--- src/rtl/seg_scan_display_ctrl_if.sv ---
// Display-side bundle of the scanning 7-segment driver: frame data inputs and
// board-facing scan outputs.
interface seg_scan_display_ctrl_if #(
   parameter int DIGITS = 8
);
   localparam int WW = $clog2(DIGITS);

   logic [4*DIGITS-1:0] data;
   logic [DIGITS-1:0]   dp;
   logic [DIGITS-1:0]   blink;
   logic                lz_en;
   logic [3:0]          bright;
   logic [WW-1:0]       which;
   logic [DIGITS-1:0]   an;
   logic [7:0]          seg;
   logic                frame_done;

   modport master (
      output data, dp, blink, lz_en, bright,
      input  which, an, seg, frame_done
   );

   modport slave (
      input  data, dp, blink, lz_en, bright,
      output which, an, seg, frame_done
   );
endinterface

--- src/rtl/seg_scan_display_ctrl.sv ---
// Multiplexed common-anode 7-segment scanner with per-digit dp/blink, leading-zero
// blanking, 16-level PWM brightness, ghost guard and frame-synchronous input capture.
module seg_scan_display_ctrl #(
   parameter int DIGITS     = 8,
   parameter int DIV_BITS   = 11,
   parameter int GUARD      = 2,
   parameter int BLINK_BITS = 6
) (
   input  logic                   clk,
   input  logic                   rst,
   seg_scan_display_ctrl_if.slave disp_io
);
   localparam int WW = $clog2(DIGITS);

   logic [DIV_BITS-1:0]   cnt_q, cnt_d;
   logic [WW-1:0]         which_q, which_d;
   logic [BLINK_BITS-1:0] frame_cnt_q, frame_cnt_d;
   logic [4*DIGITS-1:0]   data_sh_q, data_sh_d;
   logic [DIGITS-1:0]     dp_sh_q, dp_sh_d;
   logic [DIGITS-1:0]     blink_sh_q, blink_sh_d;
   logic                  lz_en_sh_q, lz_en_sh_d;
   logic [3:0]            bright_sh_q, bright_sh_d;
   logic [7:0]            seg_q, seg_d;
   logic [DIGITS-1:0]     an_q, an_d;
   logic                  frame_done_q, frame_done_d;

   logic                  slot_end_s, frame_wrap_s;
   logic [3:0]            nib_s;
   logic                  dp_bit_s, blink_bit_s, zero_run_s, lz_hit_s, blank_s, lit_s;

   function automatic logic [6:0] hex_font(input logic [3:0] nib);
      logic [6:0] f;
      case (nib)
         4'h0:    f = 7'b0000001;
         4'h1:    f = 7'b1001111;
         4'h2:    f = 7'b0010010;
         4'h3:    f = 7'b0000110;
         4'h4:    f = 7'b1001100;
         4'h5:    f = 7'b0100100;
         4'h6:    f = 7'b0100000;
         4'h7:    f = 7'b0001111;
         4'h8:    f = 7'b0000000;
         4'h9:    f = 7'b0000100;
         4'hA:    f = 7'b0001000;
         4'hB:    f = 7'b1100000;
         4'hC:    f = 7'b0110001;
         4'hD:    f = 7'b1000010;
         4'hE:    f = 7'b0110000;
         4'hF:    f = 7'b0111000;
         default: f = 7'b1111111;
      endcase
      return f;
   endfunction

   // State and registered outputs; async reset blanks the display at once.
   always_ff @(posedge clk or posedge rst) begin
      if (rst) begin
         cnt_q        <= '0;
         which_q      <= '0;
         frame_cnt_q  <= '0;
         data_sh_q    <= '0;
         dp_sh_q      <= '0;
         blink_sh_q   <= '0;
         lz_en_sh_q   <= 1'b0;
         bright_sh_q  <= 4'h0;
         seg_q        <= 8'hFF;
         an_q         <= '1;
         frame_done_q <= 1'b0;
      end else begin
         cnt_q        <= cnt_d;
         which_q      <= which_d;
         frame_cnt_q  <= frame_cnt_d;
         data_sh_q    <= data_sh_d;
         dp_sh_q      <= dp_sh_d;
         blink_sh_q   <= blink_sh_d;
         lz_en_sh_q   <= lz_en_sh_d;
         bright_sh_q  <= bright_sh_d;
         seg_q        <= seg_d;
         an_q         <= an_d;
         frame_done_q <= frame_done_d;
      end
   end

   // Slot/digit advance; inputs are sampled only as the scan wraps so a frame never tears.
   always_comb begin
      cnt_d        = cnt_q + DIV_BITS'(1'b1);
      slot_end_s   = (cnt_q == {DIV_BITS{1'b1}});
      frame_wrap_s = slot_end_s && (which_q == WW'(DIGITS - 1));
      which_d      = which_q;
      frame_cnt_d  = frame_cnt_q;
      data_sh_d    = data_sh_q;
      dp_sh_d      = dp_sh_q;
      blink_sh_d   = blink_sh_q;
      lz_en_sh_d   = lz_en_sh_q;
      bright_sh_d  = bright_sh_q;
      frame_done_d = 1'b0;
      if (frame_wrap_s) begin
         which_d      = '0;
         frame_cnt_d  = frame_cnt_q + BLINK_BITS'(1'b1);
         data_sh_d    = disp_io.data;
         dp_sh_d      = disp_io.dp;
         blink_sh_d   = disp_io.blink;
         lz_en_sh_d   = disp_io.lz_en;
         bright_sh_d  = disp_io.bright;
         frame_done_d = 1'b1;
      end else if (slot_end_s) begin
         which_d = which_q + WW'(1'b1);
      end else begin
         which_d = which_q;
      end
   end

   // Current digit's nibble/flags; zero_run tracks "all digits left of and including i are zero".
   always_comb begin
      nib_s       = 4'h0;
      dp_bit_s    = 1'b0;
      blink_bit_s = 1'b0;
      zero_run_s  = 1'b1;
      lz_hit_s    = 1'b0;
      for (int i = 0; i < DIGITS; i++) begin
         zero_run_s = zero_run_s && (data_sh_q[4*(DIGITS-i)-1 -: 4] == 4'h0);
         if (WW'(i) == which_q) begin
            nib_s       = data_sh_q[4*(DIGITS-i)-1 -: 4];
            dp_bit_s    = dp_sh_q[DIGITS-1-i];
            blink_bit_s = blink_sh_q[DIGITS-1-i];
            lz_hit_s    = zero_run_s && (i != DIGITS - 1);
         end else begin
            lz_hit_s = lz_hit_s;
         end
      end
      blank_s = (blink_bit_s && frame_cnt_q[BLINK_BITS-1]) || (lz_en_sh_q && lz_hit_s);
      lit_s   = (cnt_q >= DIV_BITS'(GUARD)) && (cnt_q[DIV_BITS-1 -: 4] <= bright_sh_q) && !blank_s;
      if (lit_s) begin
         an_d  = ~(DIGITS'(1'b1) << which_q);
         seg_d = {hex_font(nib_s), ~dp_bit_s};
      end else begin
         an_d  = '1;
         seg_d = 8'hFF;
      end
   end

   assign disp_io.which      = which_q;
   assign disp_io.an         = an_q;
   assign disp_io.seg        = seg_q;
   assign disp_io.frame_done = frame_done_q;
endmodule

--- src/flat_wrapper.sv ---
// flat-port wrapper written by rule: the top's interface ports become plain ports
module seg_scan_display_ctrl_flat 
#(
   parameter int DIGITS     = 8,
   parameter int DIV_BITS   = 11,
   parameter int GUARD      = 2,
   parameter int BLINK_BITS = 6
)
  (clk, rst, disp_io_data, disp_io_dp, disp_io_blink, disp_io_lz_en, disp_io_bright, disp_io_which, disp_io_an, disp_io_seg, disp_io_frame_done);
  seg_scan_display_ctrl_if #(.DIGITS(DIGITS)) disp_io_i ();
  input  logic clk;
  input  logic rst;
  input wire logic [$bits(disp_io_i.data)-1:0] disp_io_data;
  input wire logic [$bits(disp_io_i.dp)-1:0] disp_io_dp;
  input wire logic [$bits(disp_io_i.blink)-1:0] disp_io_blink;
  input wire logic [$bits(disp_io_i.lz_en)-1:0] disp_io_lz_en;
  input wire logic [$bits(disp_io_i.bright)-1:0] disp_io_bright;
  output wire logic [$bits(disp_io_i.which)-1:0] disp_io_which;
  output wire logic [$bits(disp_io_i.an)-1:0] disp_io_an;
  output wire logic [$bits(disp_io_i.seg)-1:0] disp_io_seg;
  output wire logic [$bits(disp_io_i.frame_done)-1:0] disp_io_frame_done;
  assign disp_io_i.data = disp_io_data;
  assign disp_io_i.dp = disp_io_dp;
  assign disp_io_i.blink = disp_io_blink;
  assign disp_io_i.lz_en = disp_io_lz_en;
  assign disp_io_i.bright = disp_io_bright;
  assign disp_io_which = disp_io_i.which;
  assign disp_io_an = disp_io_i.an;
  assign disp_io_seg = disp_io_i.seg;
  assign disp_io_frame_done = disp_io_i.frame_done;
  seg_scan_display_ctrl #(.DIGITS(DIGITS), .DIV_BITS(DIV_BITS), .GUARD(GUARD), .BLINK_BITS(BLINK_BITS)) u_core (.clk(clk), .rst(rst), .disp_io(disp_io_i));
endmodule
--- config.mk ---
export PLATFORM = sky130hd
export DESIGN_NAME = seg_scan_display_ctrl_flat
export DESIGN_NICKNAME = d
export VERILOG_FILES = /design/src/rtl/seg_scan_display_ctrl_if.sv /design/src/rtl/seg_scan_display_ctrl.sv /design/src/flat_wrapper.sv
export SDC_FILE = /design/constraint.sdc
export NUM_CORES = 1
export LEC_CHECK = 0
export CAP_MARGIN = 30
export CORE_MARGIN = 1
export CORE_UTILIZATION = 35
export CTS_CLUSTER_SIZE = 12
export DETAILED_ROUTE_END_ITERATION = 16
export PLACE_DENSITY = 0.53
export SETUP_SLACK_MARGIN = 0.5
export SLEW_MARGIN = 20
export SYNTH_ARGS = -nofsm -noshare
export SYNTH_HDL_FRONTEND = slang
export SYNTH_SLANG_ARGS = --single-unit
--- constraint.sdc ---
create_clock -name clk -period 3.7 [get_ports clk]
set_input_delay 0.925 -clock clk [delete_from_list [all_inputs] [get_ports clk]]
set_output_delay 0.925 -clock clk [all_outputs]
set_load 0.03 [all_outputs]
==> impl_metrics.py, run 1 <==
metrics = {
    "status": {
        "status": "completed",
    },
    "detailed_routing": {
        "met2WireLength_mm": 4.50,
        "initialDrtViolationCount": 287,
        "viasPerCell": 4.97,
        "wl_met1_mm": 5.47,
        "dr.pass1.iters": 4,
        "wl_per_cell_um": 16.2,
        "vias": 3288,
        "top_layer": "met4",
        "drc": 0,
        "wl_mm": 10.7,
        "drtAntennaViolNets": 0,
        "wl_met3_um": 601,
    },
    "setup_path": {
        "critical_path.startpoint": "u_core.disp_io.which[0]",
        "path_class": "reg -> reg",
        "path_cells": "inv_1 -> ha_1 -> buf_4 -> nor3b_1 -> a2111oi_2 -> nand2_1 -> o211ai_2 -> nor2_1 -> a21boi_4 -> o2111ai_1",
        "worstPathArrival_ns": 3.06,
        "cp.depth": 10,
        "r2r_start": "u_core.disp_io.which[0]",
        "worstPathMaxFanout": 18,
        "r2r_end": "u_core.disp_io.seg[7]",
        "r2r_slack_ns": 0.89,
        "cp-endpoint": "u_core.disp_io.seg[7]",
        "cp-start-kind": "flop",
        "critPathTopFamily": "compound AO/OA/AOI/OAI gates",
        "cp_slowest_cell": "o211ai_2",
        "end_kind": "flop",
        "cp.required_ns": 3.94,
        "critical_path_buf_inv_count": 2,
        "worstRegToRegCells": 10,
        "slowest_delay_ns": 0.47,
    },
    "synthesis": {
        "yosys.area.top_type": "dfrtp_1",
        "synth.distinct_cells": 65,
        "synth_enable_flop_cells": 0,
        "synth_cells": 410,
        "synth_top_area_share_pct": 39.7,
        "yosys_warnings": 0,
        "synth.area.top_cells": "dfrtp_1 40%, mux2_2 12%, dfstp_2 9.0%",
        "ys_seq_area_share_pct": 48.8,
        "synth-seq-cells": 90,
        "synthFlopType": "dfrtp_1",
        "syn_nets": 484,
        "syn_area_sq_um": 4660,
        "postSynth.asyncResetShare_pct": 100,
        "postSynthAreaPerCell_sq_um": 11.4,
    },
    "clocking": {
        "h-tree-depth": 3,
        "max-clock-path-buffers": 2,
        "cts_tree": "built",
        "numCtsBuffers": 9,
        "postCtsSetupBuffers": 0,
        "worstSkewPairLatency_ns": 0.34,
        "clkTransAtPathRegs_ns": 0.06,
        "cts-root-buf": "clkbuf_16",
        "clock_sinks": 90,
    },
    "die": {
        "die_w_um": 117,
        "ios": 75,
        "die_area_sq_um": 13800,
        "core_area_sq_um": 12800,
        "num_rows": 41,
        "die_h_um": 117,
        "start_util_pct": 36.3,
    },
    "sta": {
        "max_freq_mhz": 355,
        "tns_ns": 0,
        "rsz0062_at_grt": "no",
        "max_slew.worst_pin.slew_ns": 0.642,
        "skew_ns": 0.00967,
        "hold_slack_ns": 0.473,
        "setup_violations": 0,
        "slew_headroom_pct": 57.1,
        "fin_crit_ns": 2.81,
        "setup_ws_ns": 0.886,
        "finalCritPeriodShare_pct": 76.1,
        "final-max-slew-violation-count": 0,
        "finalHoldViolCount": 0,
    },
    "global_routing": {
        "antenna_found_initial": 0,
        "grtUsageTotal_pct": 16.5,
        "grt_max_degree": 41,
        "grt_pass1_vias": 3311,
        "overflow": 0,
        "grt_pass1_wl_mm": 17.7,
    },
    "final_layout": {
        "layout.cells.non_filler": 662,
        "finalCoreUtilization_pct": 45.5,
        "drive_gt1_share_pct": 22.2,
        "layout.cells.most_common_list": "74 x clkdlybuf4s50_1, 74 x dfrtp_1, 48 x mux2_2",
        "fin_area_sq_um": 5840,
        "antennaDiodeCount": 0,
        "area_delta_synth_final_pct": 25.3,
        "final_nets": 559,
    },
    "pwr": {
        "total_power_mw": 1.90,
        "ir_drop_v": 0.000138,
        "p_leak_nw": 2.70,
        "p_per_area_nw_per_um2": 325,
    },
    "hold_path": {
        "min_from": "u_core.dp_sh_q[0]",
        "hold_path.class": "reg -> reg",
    },
    "placement": {
        "io_buffers": 74,
        "post-place-ws_ns": 0.783,
        "gp_congestion": 0.842,
        "dp_hpwl_mm": 7.82,
        "dp_cells": 646,
        "placed_area_sq_um": 5570,
    },
    "flow_run": {
        "cap_violations": 0,
    },
}
-- per-layer routing --
| layer | track usage (%) | up-vias |
|---|---|---|
| li1 | - | 1609 |
| met1 | 24.8 | 1564 |
| met2 | 22.6 | 106 |
| met3 | 3.45 | 9 |
| met4 | 7.06 | 0 |
| met5 | 0 | - |
-- flip-flops by register name, indices dropped and copies added, names as in the netlist --
register and count:
u_core.cnt_q 11, u_core.frame_cnt_q 6, u_core.disp_io.which 3, u_core.disp_io.an 8, u_core.disp_io.seg 8, u_core.blink_sh_q 8, u_core.bright_sh_q 4, u_core.data_sh_q 32
u_core.disp_io.frame_done 1, u_core.dp_sh_q 8, u_core.lz_en_sh_q 1
-- timing repair --
item                                    4_1_cts  5_1_grt
endpoints found under the setup margin        0        2
gates resized for setup                       0        1
hold buffers                                  0        0
-- where the power goes --
group          switching [mW]  internal (mW)
Combinational          0.0285         0.0528
Sequential                  0          0.985
Clock                   0.354          0.476
-- kinds of logic after synthesis --
kind of cell / share of synthesized area [%]
and+or+nand+nor: 15.2
buffers and inverters: 4.83
adders and majority gates: 5.10
DFF: 48.8
AOI/OAI and AO/OA: 11.3
xor gates and xnor gates: 2.95
muxes: 11.8
-- synthesized netlist by cell type (all sizes together), types with 3 or more instances --
library cell / n
inv: 19
a21oi: 14
a211oi: 3
xor2: 6
nand2: 44
xnor2: 8
buf: 19
nor4: 7
a2111oi: 3
nor2b: 4
dfrtp: 74
and3: 6
nand3: 18
o211ai: 6
nand2b: 4
nand3b: 4
ha: 19
nor2: 16
nor3: 8
o31ai: 3
mux2: 48
nand4: 5
o21ai: 21
dfstp: 16
-- worst min-delay path by stage --
stage,to,slack (ns),depth (start not counted)
after detailed placement,u_core.disp_io.seg[0],0.47,1
after floorplan,u_core.disp_io.seg[0],0.44,1
final,u_core.disp_io.seg[0],0.47,1
after CTS,u_core.disp_io.seg[0],0.48,1
after global placement,u_core.disp_io.seg[0],0.47,1
after global routing,u_core.disp_io.seg[0],0.50,1
-- cell type report --
cell class | count | area, sq um
Sequential cell | 90 | 2270
Tap cell | 172 | 215
Inverter | 19 | 75.1
Multi-Input combinational cell | 280 | 2170
Clock buffer | 16 | 262
Timing Repair Buffer | 85 | 848
Fill cell | 1232 | 6990
Note: power is estimated with default switching activity, not from simulation.
==> run 2: changes to the inputs <==
==> constraint.sdc (replaced) <==
create_clock -name clk -period 2.9 [get_ports clk]
set_input_delay 0.725 -clock clk [delete_from_list [all_inputs] [get_ports clk]]
set_output_delay 0.725 -clock clk [all_outputs]
set_load 0.03 [all_outputs]
==> run 2 against run 1 <==
  * Final cell count increased by 3.0%
  * Maximum frequency increased by 17%
  * Die area unchanged
  * Sequential cell count unchanged
  * Total power increased by 27%
  * Critical path depth unchanged
  * Cell area increased by 6.6%
  * First-iteration DRC count decreased by 61%
  * Critical endpoint is now u_core.disp_io.seg[1]
==> impl_metrics.py, run 2 (synthesized netlist as in run 1, its figures left out) <==
metrics = {
    "clocking": {
        "clkTransAtPathRegs_ns": 0.06,
        "cts-root-buf": "clkbuf_16",
        "clock_sinks": 90,
        "h-tree-depth": 3,
        "cts_tree": "built",
        "numCtsBuffers": 9,
        "worstSkewPairLatency_ns": 0.34,
        "max-clock-path-buffers": 2,
    },
    "pwr": {
        "power_frac_comb_pct": 4.2,
        "power.net_switching_uw": 484,
        "p_per_area_nw_per_um2": 388,
        "p_clk_share_pct": 43.7,
        "p_leak_nw": 2.84,
        "sequentialPowerShare_pct": 52.1,
        "p_int_mw": 1.93,
        "switching_share_pct": 20.0,
        "ir_drop_v": 0.000224,
    },
    "setup_path": {
        "critical_path.startpoint": "u_core.disp_io.which[1]",
        "worstRegToRegCells": 10,
        "r2r_end": "u_core.disp_io.seg[1]",
        "r2r_slack_ns": 0.49,
        "r2r_start": "u_core.disp_io.which[1]",
        "cp.required_ns": 3.17,
        "worstPathArrival_ns": 2.68,
        "cp-endpoint": "u_core.disp_io.seg[1]",
        "cp-start-kind": "flop",
        "end_kind": "flop",
        "path_class": "reg -> reg",
        "worstPathMaxFanout": 13,
    },
    "final_layout": {
        "multi_input_area_sq_um": 2350,
        "area_delta_synth_final_pct": 33.6,
        "drive_gt1_share_pct": 31.0,
        "final_nets": 579,
        "top_regs": "u_core.data_sh_q (32), u_core.cnt_q (11)",
        "fillCellCount": 1186,
        "antennaDiodeCount": 0,
        "regMostFlops": "u_core.data_sh_q",
        "layout.cells.most_common_list": "74 x clkdlybuf4s50_1, 71 x dfrtp_1, 48 x mux2_2",
        "layout_commonest_cell": "clkdlybuf4s50_1",
        "largest_register_ffs": 32,
        "regArea_sq_um": 2280,
    },
    "sta": {
        "skew_ns": 0.00611,
        "max_freq_mhz": 415,
        "fin_crit_ns": 2.41,
        "tns_ns": 0,
        "max_slew.worst_pin.slew_ns": 0.598,
        "finalHoldViolCount": 0,
        "setup_violations": 0,
        "slew_headroom_pct": 59.8,
        "setup_ws_ns": 0.491,
        "final-max-slew-violation-count": 0,
        "rsz0062_at_grt": "yes",
        "finalCritPeriodShare_pct": 83.1,
    },
    "global_routing": {
        "grt_max_degree": 91,
        "use_met1_pct": 24.7,
        "grt_pass1_wl_mm": 18.6,
        "grt_pass1_vias": 3488,
        "antenna_found_initial": 0,
        "grtUsageTotal_pct": 17.4,
        "grt-busiest-layer": "met2",
        "grt_util_met2_pct": 25.2,
        "overflow": 0,
        "grtUsageMet3_pct": 3.70,
    },
    "status": {
        "status": "completed",
    },
    "placement": {
        "dp_hpwl_mm": 8.06,
        "post-place-ws_ns": 0.233,
        "io_buffers": 74,
        "gp_congestion": 0.819,
    },
    "die": {
        "die_area_sq_um": 13800,
        "ios": 75,
        "num_rows": 41,
        "start_util_pct": 36.3,
        "die_h_um": 117,
        "core_area_sq_um": 12800,
        "die_w_um": 117,
    },
    "flow_run": {
        "cap_violations": 0,
    },
    "detailed_routing": {
        "wl_mm": 11.1,
        "drc": 0,
        "drtAntennaViolNets": 0,
        "viasPerCell": 5.03,
        "dr.pass1.iters": 4,
        "vias": 3432,
        "initialDrtViolationCount": 113,
        "wl_per_cell_um": 16.3,
    },
    "hold_path": {
        "hold_path.class": "reg -> reg",
    },
}
## run 2: cell types whose count changed in the layout (fill, tap and decap cells not counted), moves of 3 or more
cell / before / now
buf_4: 9 / 22
buf_6: 0 / 3
dfrtp_1: 74 / 71
dfrtp_2: 0 / 3
ha_1: 18 / 12
ha_4: 0 / 4
inv_1: 17 / 14
inv_2: 1 / 4
## run 2: per-layer routing
layer / wire length [um] / up-vias
li1: - / 1654
met1: 5520 / 1684
met2: 4870 / 80
met3: 488 / 14
met4: 231 / 0
met5: 0 / -
## run 2: how the worst min path moves through the flow
stage | end | cells past startpoint | startpoint
final | u_core.disp_io.seg[0] | 1 | u_core.dp_sh_q[0]
after global placement | u_core.frame_cnt_q[0] | 1 | u_core.frame_cnt_q[0]
after detailed placement | u_core.blink_sh_q[0] | 1 | u_core.blink_sh_q[0]
after global routing | u_core.blink_sh_q[0] | 1 | u_core.blink_sh_q[0]
after floorplan | u_core.disp_io.seg[0] | 1 | u_core.dp_sh_q[0]
after CTS | u_core.disp_io.seg[0] | 1 | u_core.dp_sh_q[0]
## run 2: stage by stage
step,hold slack (ns),cells,area (sq um),util [%],power (mW)
floorplan,0.442,410,4680,-,1.30
global placement,0.483,653,5640,44.0,1.38
detailed placement,0.493,653,5640,44.0,1.38
CTS,0.505,679,6140,47.8,2.45
global route,0.523,682,6220,48.5,2.50
finish,0.496,682,6220,48.5,2.41
## run 2: final cells by class
cell class / count / share of cell area (%)
well taps: 172 / 3.46
multi-input cells: 280 / 37.7
repair buffers: 105 / 16.9
inverters: 19 / 1.21
flip-flops and latches: 90 / 36.6
clock buffers: 16 / 4.20
## run 2: what timing repair did
action                                  CTS  global route
setup buffers                            10             3
gates resized for setup                  28            16
endpoints found under the setup margin   13            34
hold buffers                              0             0
pin swaps                                 8             7
gates cloned                              0             0
## run 2: power groups by stage
stage | Sequential, mW | Combinational [mW] | Clock [mW]
after floorplan | 1.28 | 0.0190 | 0
after global routing | 1.26 | 0.113 | 1.14
after global placement | 1.28 | 0.105 | 0
final | 1.26 | 0.102 | 1.05
after CTS | 1.26 | 0.106 | 1.09
after detailed placement | 1.28 | 0.105 | 0
## run 2: worst max-delay path: stages (launching register included)
cell and delay (ns):
dfrtp_2 0.42, ha_2 0.26, ha_4 0.24, inv_1 0.10
nand3_1 0.09, a211oi_1 0.05, o311a_1 0.40, nor4_4 0.37
buf_4 0.20, o31a_1 0.13, o21ai_1 0.06
